`config.mk`:
```
export PLATFORM = sky130hd
export DESIGN_NAME = riscv_mc_ctrl
export DESIGN_NICKNAME = d
export VERILOG_FILES = /design/src/rtl/riscv_mc_ctrl.sv
export SDC_FILE = /design/constraint.sdc
export NUM_CORES = 1
export LEC_CHECK = 0
export ABC_AREA = 1
export CORE_ASPECT_RATIO = 0.9
export CORE_UTILIZATION = 35
export CTS_CLUSTER_DIAMETER = 50
export DETAILED_ROUTE_END_ITERATION = 10
export GPL_ROUTABILITY_DRIVEN = 0
export GPL_TIMING_DRIVEN = 0
export PLACE_DENSITY = 0.92
export RECOVER_POWER = 50
export SLEW_MARGIN = 20
export SYNTH_ARGS = -nofsm -noshare
export SYNTH_HDL_FRONTEND = slang
export SYNTH_SLANG_ARGS = --single-unit
```
`constraint.sdc`:
```
create_clock -name clk -period 3.9 [get_ports clk]
set_clock_uncertainty 0.1 [all_clocks]
set_input_delay 0.78 -clock clk [delete_from_list [all_inputs] [get_ports clk]]
set_output_delay 0.78 -clock clk [all_outputs]
set_load 0.03 [all_outputs]
```
`src/rtl/riscv_mc_ctrl.sv`:
```
// riscv_mc_ctrl
// -------------
// Multicycle control unit for the RV32I-subset datapath. A registered state
// machine walks each instruction through fetch, decode, execute, memory and
// write-back, and drives every datapath mux select, register load and write
// enable. Supports an optional memory-ready handshake, optional blt/bge,
// jal, a HALT state and a sticky illegal-instruction trap.
//
// Parameters
//   MEM_HS      1: memory states wait on mem_ready_i; 0: every access is one cycle
//   EXT_BRANCH  1: blt (funct3 100) and bge (funct3 101) are legal
//
// Ports
//   clk, rst              clock, asynchronous active-high reset
//   instr_i[31:0]         IR contents (opcode [6:0], funct3 [14:12], funct7 [31:25])
//   alu_zero_i, alu_lt_i  ALU flags (result == 0, signed A < B)
//   mem_ready_i           memory access completes this cycle
//   pc_write_o, pc_src_o  PC load enable / source (0 ALU result, 1 ALUOut)
//   ir_load_o             IR load enable
//   mem_read_o, mem_write_o, mem_addr_sel_o   memory request and address select
//   reg_a_load_o, reg_b_load_o, alu_out_load_o, mdr_load_o   register loads
//   reg_write_o, wb_sel_o[1:0]                register-file write and source
//   alu_src_a_o[1:0], alu_src_b_o[1:0], alu_op_o[2:0]        ALU controls
//   state_out_o[3:0]      current state encoding
//   illegal_o, halted_o   trap flag (sticky until rst), halted in HALT/TRAP
//
// Memory handshake: a request (mem_read_o / mem_write_o) is held, with all
// other outputs stable, until mem_ready_i is seen high in the same cycle; the
// access completes on that clock edge and the gated enables (ir_load_o,
// pc_write_o in FETCH, mdr_load_o) fire only in that cycle. With MEM_HS=0 the
// memory is treated as always ready and mem_ready_i is ignored.

module riscv_mc_ctrl #(
    parameter int MEM_HS     = 1,
    parameter int EXT_BRANCH = 0
) (
    input  logic        clk,
    input  logic        rst,
    input  logic [31:0] instr_i,
    input  logic        alu_zero_i,
    input  logic        alu_lt_i,
    input  logic        mem_ready_i,
    output logic        pc_write_o,
    output logic        pc_src_o,
    output logic        ir_load_o,
    output logic        mem_read_o,
    output logic        mem_write_o,
    output logic        mem_addr_sel_o,
    output logic        reg_a_load_o,
    output logic        reg_b_load_o,
    output logic        alu_out_load_o,
    output logic        mdr_load_o,
    output logic        reg_write_o,
    output logic [1:0]  wb_sel_o,
    output logic [1:0]  alu_src_a_o,
    output logic [1:0]  alu_src_b_o,
    output logic [2:0]  alu_op_o,
    output logic [3:0]  state_out_o,
    output logic        illegal_o,
    output logic        halted_o
);

    typedef enum logic [3:0] {
        S_RESET  = 4'd0,
        S_FETCH  = 4'd1,
        S_DECODE = 4'd2,
        S_EXEC_R = 4'd3,
        S_EXEC_I = 4'd4,
        S_ADDR   = 4'd5,
        S_MEM_RD = 4'd6,
        S_MEM_WR = 4'd7,
        S_WB_ALU = 4'd8,
        S_WB_MEM = 4'd9,
        S_BRANCH = 4'd10,
        S_LUI    = 4'd11,
        S_JAL    = 4'd12,
        S_HALT   = 4'd13,
        S_TRAP   = 4'd14
    } state_t;

    localparam logic [2:0] ALU_PASS = 3'd0;
    localparam logic [2:0] ALU_ADD  = 3'd1;
    localparam logic [2:0] ALU_SUB  = 3'd2;
    localparam logic [2:0] ALU_AND  = 3'd3;
    localparam logic [2:0] ALU_OR   = 3'd4;

    localparam logic [6:0] OP_R      = 7'b0110011;
    localparam logic [6:0] OP_I      = 7'b0010011;
    localparam logic [6:0] OP_LOAD   = 7'b0000011;
    localparam logic [6:0] OP_STORE  = 7'b0100011;
    localparam logic [6:0] OP_BRANCH = 7'b1100011;
    localparam logic [6:0] OP_LUI    = 7'b0110111;
    localparam logic [6:0] OP_JAL    = 7'b1101111;
    localparam logic [6:0] OP_HALT   = 7'b0000000;

    localparam bit HS_EN  = (MEM_HS != 0);
    localparam bit EXT_EN = (EXT_BRANCH != 0);

    state_t state_q, state_d;

    logic [6:0] opcode;
    logic [2:0] funct3;
    logic [6:0] funct7;
    logic       ready;
    logic       br_legal;
    logic       br_taken;
    logic       unused_instr;

    assign opcode = instr_i[6:0];
    assign funct3 = instr_i[14:12];
    assign funct7 = instr_i[31:25];

    // Register specifiers and immediates are the datapath's business.
    assign unused_instr = ^{instr_i[24:15], instr_i[11:7]};

    assign ready = !HS_EN || mem_ready_i;

    always_comb begin
        br_legal = 1'b0;
        br_taken = 1'b0;
        case (funct3)
            3'b000: begin br_legal = 1'b1;   br_taken = alu_zero_i;  end
            3'b001: begin br_legal = 1'b1;   br_taken = !alu_zero_i; end
            3'b100: begin br_legal = EXT_EN; br_taken = alu_lt_i;    end
            3'b101: begin br_legal = EXT_EN; br_taken = !alu_lt_i;   end
            default: begin br_legal = 1'b0;  br_taken = 1'b0;        end
        endcase
    end

    always_ff @(posedge clk or posedge rst) begin
        if (rst) begin
            state_q <= S_RESET;
        end else begin
            state_q <= state_d;
        end
    end

    always_comb begin
        state_d        = state_q;
        pc_write_o     = 1'b0;
        pc_src_o       = 1'b0;
        ir_load_o      = 1'b0;
        mem_read_o     = 1'b0;
        mem_write_o    = 1'b0;
        mem_addr_sel_o = 1'b0;
        reg_a_load_o   = 1'b0;
        reg_b_load_o   = 1'b0;
        alu_out_load_o = 1'b0;
        mdr_load_o     = 1'b0;
        reg_write_o    = 1'b0;
        wb_sel_o       = 2'd0;
        alu_src_a_o    = 2'd0;
        alu_src_b_o    = 2'd0;
        alu_op_o       = ALU_PASS;
        illegal_o      = 1'b0;
        halted_o       = 1'b0;

        case (state_q)
            S_RESET: begin
                state_d = S_FETCH;
            end

            S_FETCH: begin
                // ALU computes PC+4 while memory returns the instruction.
                mem_read_o  = 1'b1;
                alu_src_a_o = 2'd0;
                alu_src_b_o = 2'd1;
                alu_op_o    = ALU_ADD;
                if (ready) begin
                    ir_load_o  = 1'b1;
                    pc_write_o = 1'b1;
                    state_d    = S_DECODE;
                end
            end

            S_DECODE: begin
                // Speculatively form old PC + B/J-immediate as the jump target.
                reg_a_load_o   = 1'b1;
                reg_b_load_o   = 1'b1;
                alu_src_a_o    = 2'd2;
                alu_src_b_o    = 2'd3;
                alu_op_o       = ALU_ADD;
                alu_out_load_o = 1'b1;
                case (opcode)
                    OP_R:      state_d = S_EXEC_R;
                    OP_I:      state_d = (funct3 == 3'b000) ? S_EXEC_I : S_TRAP;
                    OP_LOAD:   state_d = S_ADDR;
                    OP_STORE:  state_d = S_ADDR;
                    OP_BRANCH: state_d = br_legal ? S_BRANCH : S_TRAP;
                    OP_LUI:    state_d = S_LUI;
                    OP_JAL:    state_d = S_JAL;
                    OP_HALT:   state_d = S_HALT;
                    default:   state_d = S_TRAP;
                endcase
            end

            S_EXEC_R: begin
                alu_src_a_o    = 2'd1;
                alu_src_b_o    = 2'd0;
                alu_out_load_o = 1'b1;
                state_d        = S_WB_ALU;
                if (funct3 == 3'b000 && funct7 == 7'b0000000) begin
                    alu_op_o = ALU_ADD;
                end else if (funct3 == 3'b000 && funct7 == 7'b0100000) begin
                    alu_op_o = ALU_SUB;
                end else if (funct3 == 3'b111) begin
                    alu_op_o = ALU_AND;
                end else if (funct3 == 3'b110) begin
                    alu_op_o = ALU_OR;
                end else begin
                    state_d = S_TRAP;
                end
            end

            S_EXEC_I: begin
                alu_src_a_o    = 2'd1;
                alu_src_b_o    = 2'd2;
                alu_op_o       = ALU_ADD;
                alu_out_load_o = 1'b1;
                state_d        = S_WB_ALU;
            end

            S_ADDR: begin
                alu_src_a_o    = 2'd1;
                alu_src_b_o    = 2'd2;
                alu_op_o       = ALU_ADD;
                alu_out_load_o = 1'b1;
                state_d        = (opcode == OP_LOAD) ? S_MEM_RD : S_MEM_WR;
            end

            S_MEM_RD: begin
                mem_read_o     = 1'b1;
                mem_addr_sel_o = 1'b1;
                if (ready) begin
                    mdr_load_o = 1'b1;
                    state_d    = S_WB_MEM;
                end
            end

            S_MEM_WR: begin
                mem_write_o    = 1'b1;
                mem_addr_sel_o = 1'b1;
                if (ready) begin
                    state_d = S_FETCH;
                end
            end

            S_WB_ALU: begin
                reg_write_o = 1'b1;
                wb_sel_o    = 2'd0;
                state_d     = S_FETCH;
            end

            S_WB_MEM: begin
                reg_write_o = 1'b1;
                wb_sel_o    = 2'd1;
                state_d     = S_FETCH;
            end

            S_BRANCH: begin
                // ALUOut already holds the target computed in DECODE.
                alu_src_a_o = 2'd1;
                alu_src_b_o = 2'd0;
                alu_op_o    = ALU_SUB;
                pc_src_o    = 1'b1;
                pc_write_o  = br_taken;
                state_d     = S_FETCH;
            end

            S_LUI: begin
                reg_write_o = 1'b1;
                wb_sel_o    = 2'd3;
                state_d     = S_FETCH;
            end

            S_JAL: begin
                // PC was already advanced in FETCH, so it is the link value.
                reg_write_o = 1'b1;
                wb_sel_o    = 2'd2;
                pc_write_o  = 1'b1;
                pc_src_o    = 1'b1;
                state_d     = S_FETCH;
            end

            S_HALT: begin
                halted_o = 1'b1;
            end

            S_TRAP: begin
                illegal_o = 1'b1;
                halted_o  = 1'b1;
            end

            default: begin
                state_d = S_RESET;
            end
        endcase
    end

    assign state_out_o = state_q;

endmodule

```
==> results of run 1 <==
[cell type report]
cell class                 count  area [µm²]
timing repair buffer          47         470
clock buffer                   3        22.5
buffer                         2        15.0
multi-input combinational    124         561
sequential                     4         100
tap                           25        31.3
inverter                      25        93.8
fill                         199         714
[worst max-delay path, delay by kind of cell]
family | cells | cell delay (ps)
buf+inv | 3 | 1220
simple gates | 3 | 350
compound gates | 2 | 250
[placed cells by master (no fill, tap or decap), drive strengths merged, types with 2 or more instances in the layout]
| cell | count |
|---|---|
| a21oi | 6 |
| nand2 | 55 |
| dlygate4sd3 | 11 |
| o21ai | 13 |
| nor2 | 33 |
| nor3 | 3 |
| inv | 25 |
| dfrtp | 4 |
| nand3 | 8 |
| clkdlybuf4s50 | 36 |
| clkbuf | 3 |
| buf | 2 |
[report_power, final]
group	internal, µW	switching, µW	total (µW)	leakage, µW
clock	34.7	21.0	55.7	0.0000138
sequential	62.0	30.4	92.3	0.0000502
combinational	270	442	712	0.000595
total	367	493	860	0.000659
[worst min-delay path by stage]
stage                        start  slack (ps)  depth (start not counted)        endpoint
floorplan                      rst         450                          1  state_out_o[0]
global placement    state_out_o[2]         470                          2  state_out_o[2]
detailed placement  state_out_o[2]         470                          2  state_out_o[2]
CTS                 state_out_o[2]         480                          2  state_out_o[2]
global route        state_out_o[2]         500                          2  state_out_o[2]
finish              state_out_o[2]         480                          2  state_out_o[2]
[per-layer routing]
metal	track usage	vias up	routed length [µm]
li1	-	585	-
met3	0.0462	2	175
met1	0.240	436	998
met4	0.0486	0	18
met5	0	-	0
met2	0.314	39	908
[kinds of logic (layout without fill, tap and decap cells)]
group           Yosys count  in the layout  synth area share
buf+inv                  27             77             0.140
flops                     4              4             0.129
simple gates            103            103             0.585
compound gates           21             21             0.147
[per-stage QoR]
step	setup WS, ps	std cells	util
3_3_place_gp	420	227	0.637
3_5_place_dp	429	227	0.637
2_1_floorplan	1120	155	-
6_report	411	230	0.644
5_1_grt	252	230	0.644
4_1_cts	420	230	0.648
==> impl_results.md, run 1 <==
* Outcome: complete, no violations
* Post-synthesis cell type with the largest combined area: sky130_fd_sc_hd__nand2_1
* DRT Wirelength at 2.10 mm
* Number of synthesized flops with an enable pin at 0
* Number of gates resized after cts at 0
* Maximum single-stage delay on the critical path at 680 ps
* Max Cap Violations at 0
* Count of cells along the worst register-to-register path at 7
* Share of synthesized flip-flops with an asynchronous set or reset at 1.00
* Number of vias per cell at 4.62
* Layout-stage area growth over the synthesis result at 66.5%
* Global-route usage over all layers at 0.186
* Tightest Pin Transition at 320 ps
* Leak pwr at 0.000659 µW
* Post-synthesis area per instance at 5.01 µm²
* Boundary pin count at 63
* Share of cells above drive strength 1 at 0.102
* Clock tree sinks at 4
* Remaining DRCs at 0
* TritonRoute pass-1 iters at 4
* Total Negative Setup Slacks at 0 ps
* Setup violations, final at 0
* Inserted Clock Buffers at 3
* Number of flip-flops in the largest register at 4
* Worst slew margin at 0.786
* Initial antenna violation count at 0
* Port-buffer cells at 47
* Total power density per cell area at 665 nW/µm²
* Main synth FF type: sky130_fd_sc_hd__dfrtp_1
* Number of warnings printed during yosys synthesis at 0
* CTS Buffer Depth at 2
* Global-route congestion overflow total at 0
* Setup repair after global routing missed its margin: no
* Source-to-sink clock delay at the later pin of the worst-skew pair at 250 ps
* Register-to-register setup slack at 2420 ps
* Overall power of the completed layout at 860 µW
* Die Span X at 51.7 µm
* Class of the tightest hold or removal check: flip-flop to flip-flop
* Top area cells in the synthesized netlist: sky130_fd_sc_hd__nand2_1, sky130_fd_sc_hd__dfrtp_1, sky130_fd_sc_hd__nor2_1
* Row count at 15
* Residual antenna-violating net count after detailed routing at 0
* Post-Synthesis Cells at 155
* Netlist Area Pre-Place at 777 µm²
* Cells along the critical path: clkdlybuf4s50_1, nor2_1, nand2_1, inv_1, nand3_1, o21a_1, o21ai_0, clkdlybuf4s50_1
* Number of nets in the synthesized netlist at 192
* Count of state elements after synthesis at 4
* Final Hold Slack at 479 ps
* FMAX at 287 MHz
* Post-CTS Hold Buffers at 0
* Die height at 46.7 µm
* Final-report hold violation count at 0
* Largest net degree at the start of global routing at 9
* Routed WL per cell at 9.13 µm
* Maximum resistive drop on vdd at 505 µV
* Number of nets in the layout at 244
* Top cell types by occurrence after synthesis: sky130_fd_sc_hd__nand2_1, sky130_fd_sc_hd__nor2_1, sky130_fd_sc_hd__inv_1, sky130_fd_sc_hd__o21ai_0, sky130_fd_sc_hd__nand3_1
* Pins Over Slew Limit at 0
* Endpoint required time on the critical path at 3020 ps
* FF-to-FF End: state_out_o[1]
* Startpoint of the most critical setup path: instr_i[13]
* Share of synthesized area occupied by flip-flops and latches at 0.129
* Final instance area at 1290 µm²
* Time the worst path needs with I/O delays and setup at 3490 ps
* Placeable core region at 2010 µm²
* CP Capture Point: alu_op_o[1]
* Global-route wire length before repair at 3.33 mm
* Routed via count at 1062
* Die area at 2410 µm²
* CP Data Arrival Time at 2610 ps
* Via count of the first global-routing pass at 803
* Critical path start-end classification: input pin to output pin
* Biggest fanout along the worst timing path at 3
* Register clock-pin slew on the reported worst setup and hold paths at 40 ps
* CP most frequent cell: sky130_fd_sc_hd__clkdlybuf4s50_1
* Number of buffers inserted to repair setup after CTS at 0
* Cell area after placement at 1280 µm²
* Dpl hpwl at 1.80 mm
* Critical-path top delay cell: sky130_fd_sc_hd__clkdlybuf4s50_1
* Number of distinct standard cells referenced by the synthesized netlist at 21
* Final critical-path share of the clock period at 0.895
* Diodes inserted at 0
* CTS tree: done
* Post-synth top area share at 0.256
* Starting utilization of the core area at 0.387
* # H-tree levels at 1
* Category of the worst setup path launch point: input pin
* Clock root buffer: sky130_fd_sc_hd__clkbuf_4
* Worst r2r src: state_out_o[1]
* Initial DRC count at 33
* Most used standard cell by instance count after synthesis: sky130_fd_sc_hd__nand2_1
* Type of element capturing the critical path: output pin
Power figures use the tool's default switching activity.
==> run 2: changes to the inputs <==
--- a/config.mk
+++ b/config.mk
@@ -6,13 +6,15 @@
 export NUM_CORES = 1
 export LEC_CHECK = 0
 export ABC_AREA = 1
+export CELL_PAD_IN_SITES_DETAIL_PLACEMENT = 0
+export CELL_PAD_IN_SITES_GLOBAL_PLACEMENT = 2
 export CORE_ASPECT_RATIO = 0.9
-export CORE_UTILIZATION = 35
-export CTS_CLUSTER_DIAMETER = 50
+export CORE_UTILIZATION = 14
+export CTS_CLUSTER_DIAMETER = 120
 export DETAILED_ROUTE_END_ITERATION = 10
 export GPL_ROUTABILITY_DRIVEN = 0
 export GPL_TIMING_DRIVEN = 0
-export PLACE_DENSITY = 0.92
+export PLACE_DENSITY = 0.9
 export RECOVER_POWER = 50
 export SLEW_MARGIN = 20
 export SYNTH_ARGS = -nofsm -noshare
==> run 2 against run 1 <==
Combinational power grew 2%. Clock-buffer cell count is the same. Global-route usage shrank 9.8 points. Clock power grew 54%. Via count shrank 0.66%. Final area grew 6.1%. Worst hold slack gained 16 ps. Fmax shrank 1.7%. Non-clock buffer count is the same. Sequential power grew 2.6%. Register-to-register slack is essentially flat. Largest power group unchanged. Highest routed layer is now met3.
==> impl_results.md, run 2 (same netlist as run 1, synthesis figures left out) <==
* FF-to-FF End: state_out_o[2]
* Number of flip-flops in the largest register at 4 (unchanged)
* Residual antenna-violating net count after detailed routing at 0 (unchanged)
* Overall power of the completed layout at 907 µW (+5.4%)
* Die area at 5850 µm² (+140%)
* Critical-path top delay cell: sky130_fd_sc_hd__clkdlybuf4s50_1
* Maximum resistive drop on vdd at 189 µV (-63%)
* Remaining DRCs at 0 (unchanged)
* Max Cap Violations at 0 (unchanged)
* Post-CTS Hold Buffers at 0 (unchanged)
* Final-report hold violation count at 0 (unchanged)
* CTS Buffer Depth at 2 (unchanged)
* Global-route congestion overflow total at 0 (unchanged)
* Type of element capturing the critical path: output pin
* Setup violations, final at 0 (unchanged)
* Final critical-path share of the clock period at 0.910 (+0.0158)
* Worst slew margin at 0.776 (-0.00941)
* DRT Wirelength at 2.54 mm (+21%)
* Routed WL per cell at 9.33 µm (+2.2%)
* Share of cells above drive strength 1 at 0.107 (+0.00488)
* Pins Over Slew Limit at 0 (unchanged)
* Cell count of the worst hold path at 2 (unchanged)
* CP most frequent cell: sky130_fd_sc_hd__clkdlybuf4s50_1
* Leak pwr at 0.000668 µW (+1.4%)
* Tightest Pin Transition at 334 ps (+14.1 ps)
* Total power density per cell area at 661 nW/µm² (-0.62%)
* Sequential cell area at 100 µm² (unchanged)
* Port-buffer cells at 47 (unchanged)
* TritonRoute pass-1 iters at 4 (unchanged)
* HP Start: state_out_o[1]
* Number of gates resized after cts at 0 (unchanged)
* Global-route usage over all layers at 0.0888 (-0.0977)
* Row count at 25 (+10)
* Setup repair after global routing missed its margin: no
* Startpoint of the most critical setup path: instr_i[13]
* Most common cell after layout, fill and taps aside: sky130_fd_sc_hd__nand2_1
* Inserted Clock Buffers at 3 (unchanged)
* Critical path start-end classification: input pin to output pin
* Number of buffers inserted to repair setup after CTS at 0 (unchanged)
* Number of nets in the layout at 244 (unchanged)
* Diodes inserted at 0 (unchanged)
* Area of combinational cells with multiple inputs at 568 µm² (+1.3%)
* Dpl hpwl at 2.20 mm (+23%)
* Initial DRC count at 40 (+21%)
* Outcome: complete, no violations
* Clock root buffer: sky130_fd_sc_hd__clkbuf_8
* Count of cells along the worst register-to-register path at 8 (+1)
* Time the worst path needs with I/O delays and setup at 3550 ps (+61.4 ps)
* Number of vias per cell at 3.88 (-16%)
* CP Data Arrival Time at 2670 ps (+60 ps)
* Class of the tightest hold or removal check: flip-flop to flip-flop
* Placed instance count at 269 (+19%)
* Via count of the first global-routing pass at 994 (+24%)
* Die Span X at 80.5 µm (+56%)
* # fillers at 594 (+200%)
* Number of buffers and inverters on the critical path at 3 (unchanged)
* Worst r2r src: state_out_o[1]
* Maximum single-stage delay on the critical path at 700 ps (+20 ps)
* FMAX at 282 MHz (-1.7%)
* Most frequent cells in the layout: sky130_fd_sc_hd__nand2_1, sky130_fd_sc_hd__clkdlybuf4s50_1, sky130_fd_sc_hd__nor2_1, sky130_fd_sc_hd__inv_1, sky130_fd_sc_hd__o21ai_0
* CP Capture Point: alu_op_o[1]
* Layout-stage area growth over the synthesis result at 76.7%
* Die height at 72.7 µm (+56%)
* Starting utilization of the core area at 0.147 (-0.240)
* Total Negative Setup Slacks at 0 ps (unchanged)
* Cells along the critical path: clkdlybuf4s50_1, nor2_1, nand2_1, inv_1, nand3_1, o21a_1, o21ai_0, clkdlybuf4s50_1
* Global-route wire length before repair at 4.22 mm (+27%)
* Routed via count at 1055 (-0.66%)
* # H-tree levels at 1 (unchanged)
* Cell class contributing the biggest share of worst-path delay: buffers and inverters
* Register-to-register setup slack at 2410 ps (about the same)
* Boundary pin count at 63 (unchanged)
* Register clock-pin slew on the reported worst setup and hold paths at 30 ps (about the same)
* CTS tree: done
* Placeable core region at 5290 µm² (+160%)
* Biggest fanout along the worst timing path at 3 (unchanged)
* Initial antenna violation count at 0 (unchanged)
* Category of the worst setup path launch point: input pin
* Final standard cell count with taps included and fillers excluded at 272 (+18%)
* Endpoint required time on the critical path at 3020 ps (about the same)
* Clock tree sinks at 4 (unchanged)
* Source-to-sink clock delay at the later pin of the worst-skew pair at 210 ps (-40 ps)
* Largest net degree at the start of global routing at 9 (unchanged)
* Cell count along the critical path at 8 (unchanged)
[run 2: cell counts in the layout (fill, tap and decap cells not counted)]
Identical to the previous run, type by type.
[run 2: per-layer routing]
layer | wire length, µm | GRT usage | part of all wire
met5 | 0 | 0 | 0
met4 | 0 | 0.0179 | 0
met3 | 168 | 0.00875 | 0.066
met2 | 1160 | 0.156 | 0.46
met1 | 1210 | 0.117 | 0.48
[run 2: worst min-delay path by stage]
stage | endpoint | slack [ps]
after global placement | state_out_o[1] | 480
after global routing | state_out_o[2] | 530
after floorplan | state_out_o[0] | 450
after detailed placement | state_out_o[1] | 500
after CTS | state_out_o[2] | 510
final | state_out_o[1] | 490
[run 2: power breakdown]
| group | total [µW] | internal [µW] | switching (µW) |
|---|---|---|---|
| clock | 86.0 | 65.7 | 20.3 |
| combinational | 726 | 271 | 455 |
| sequential | 94.7 | 62.0 | 32.7 |
| total | 907 | 399 | 508 |
[run 2: layout make-up]
cell class                 count  area share
buffer                         2      0.0109
clock buffer                   3      0.0301
inverter                      25      0.0684
multi-input combinational    124       0.414
sequential                     4      0.0729
tap                           67      0.0611
timing repair buffer          47       0.343
[run 2: tightest hold or removal path, stage by stage (launching register included)]
cell	delay (ps)
sky130_fd_sc_hd__dfrtp_1	420
sky130_fd_sc_hd__nand2_1	70
sky130_fd_sc_hd__nand2_1	70
[run 2: per-stage QoR]
stage	setup slack (ps)	hold WS, ps	utilization	area, µm²
floorplan	1120	446	-	777
global placement	339	485	0.252	1330
detailed placement	331	501	0.252	1330
CTS	324	510	0.260	1370
global route	183	533	0.260	1370
finish	349	494	0.260	1370
==> run 3: changes to the inputs <==
--- a/config.mk
+++ b/config.mk
@@ -6,6 +6,7 @@
 export NUM_CORES = 1
 export LEC_CHECK = 0
 export ABC_AREA = 1
+export CAP_MARGIN = 20
 export CELL_PAD_IN_SITES_DETAIL_PLACEMENT = 0
 export CELL_PAD_IN_SITES_GLOBAL_PLACEMENT = 2
 export CORE_ASPECT_RATIO = 0.9
==> results of run 3 <==
Same layout as run 2: the final DEF is identical, and so are final timing and power.
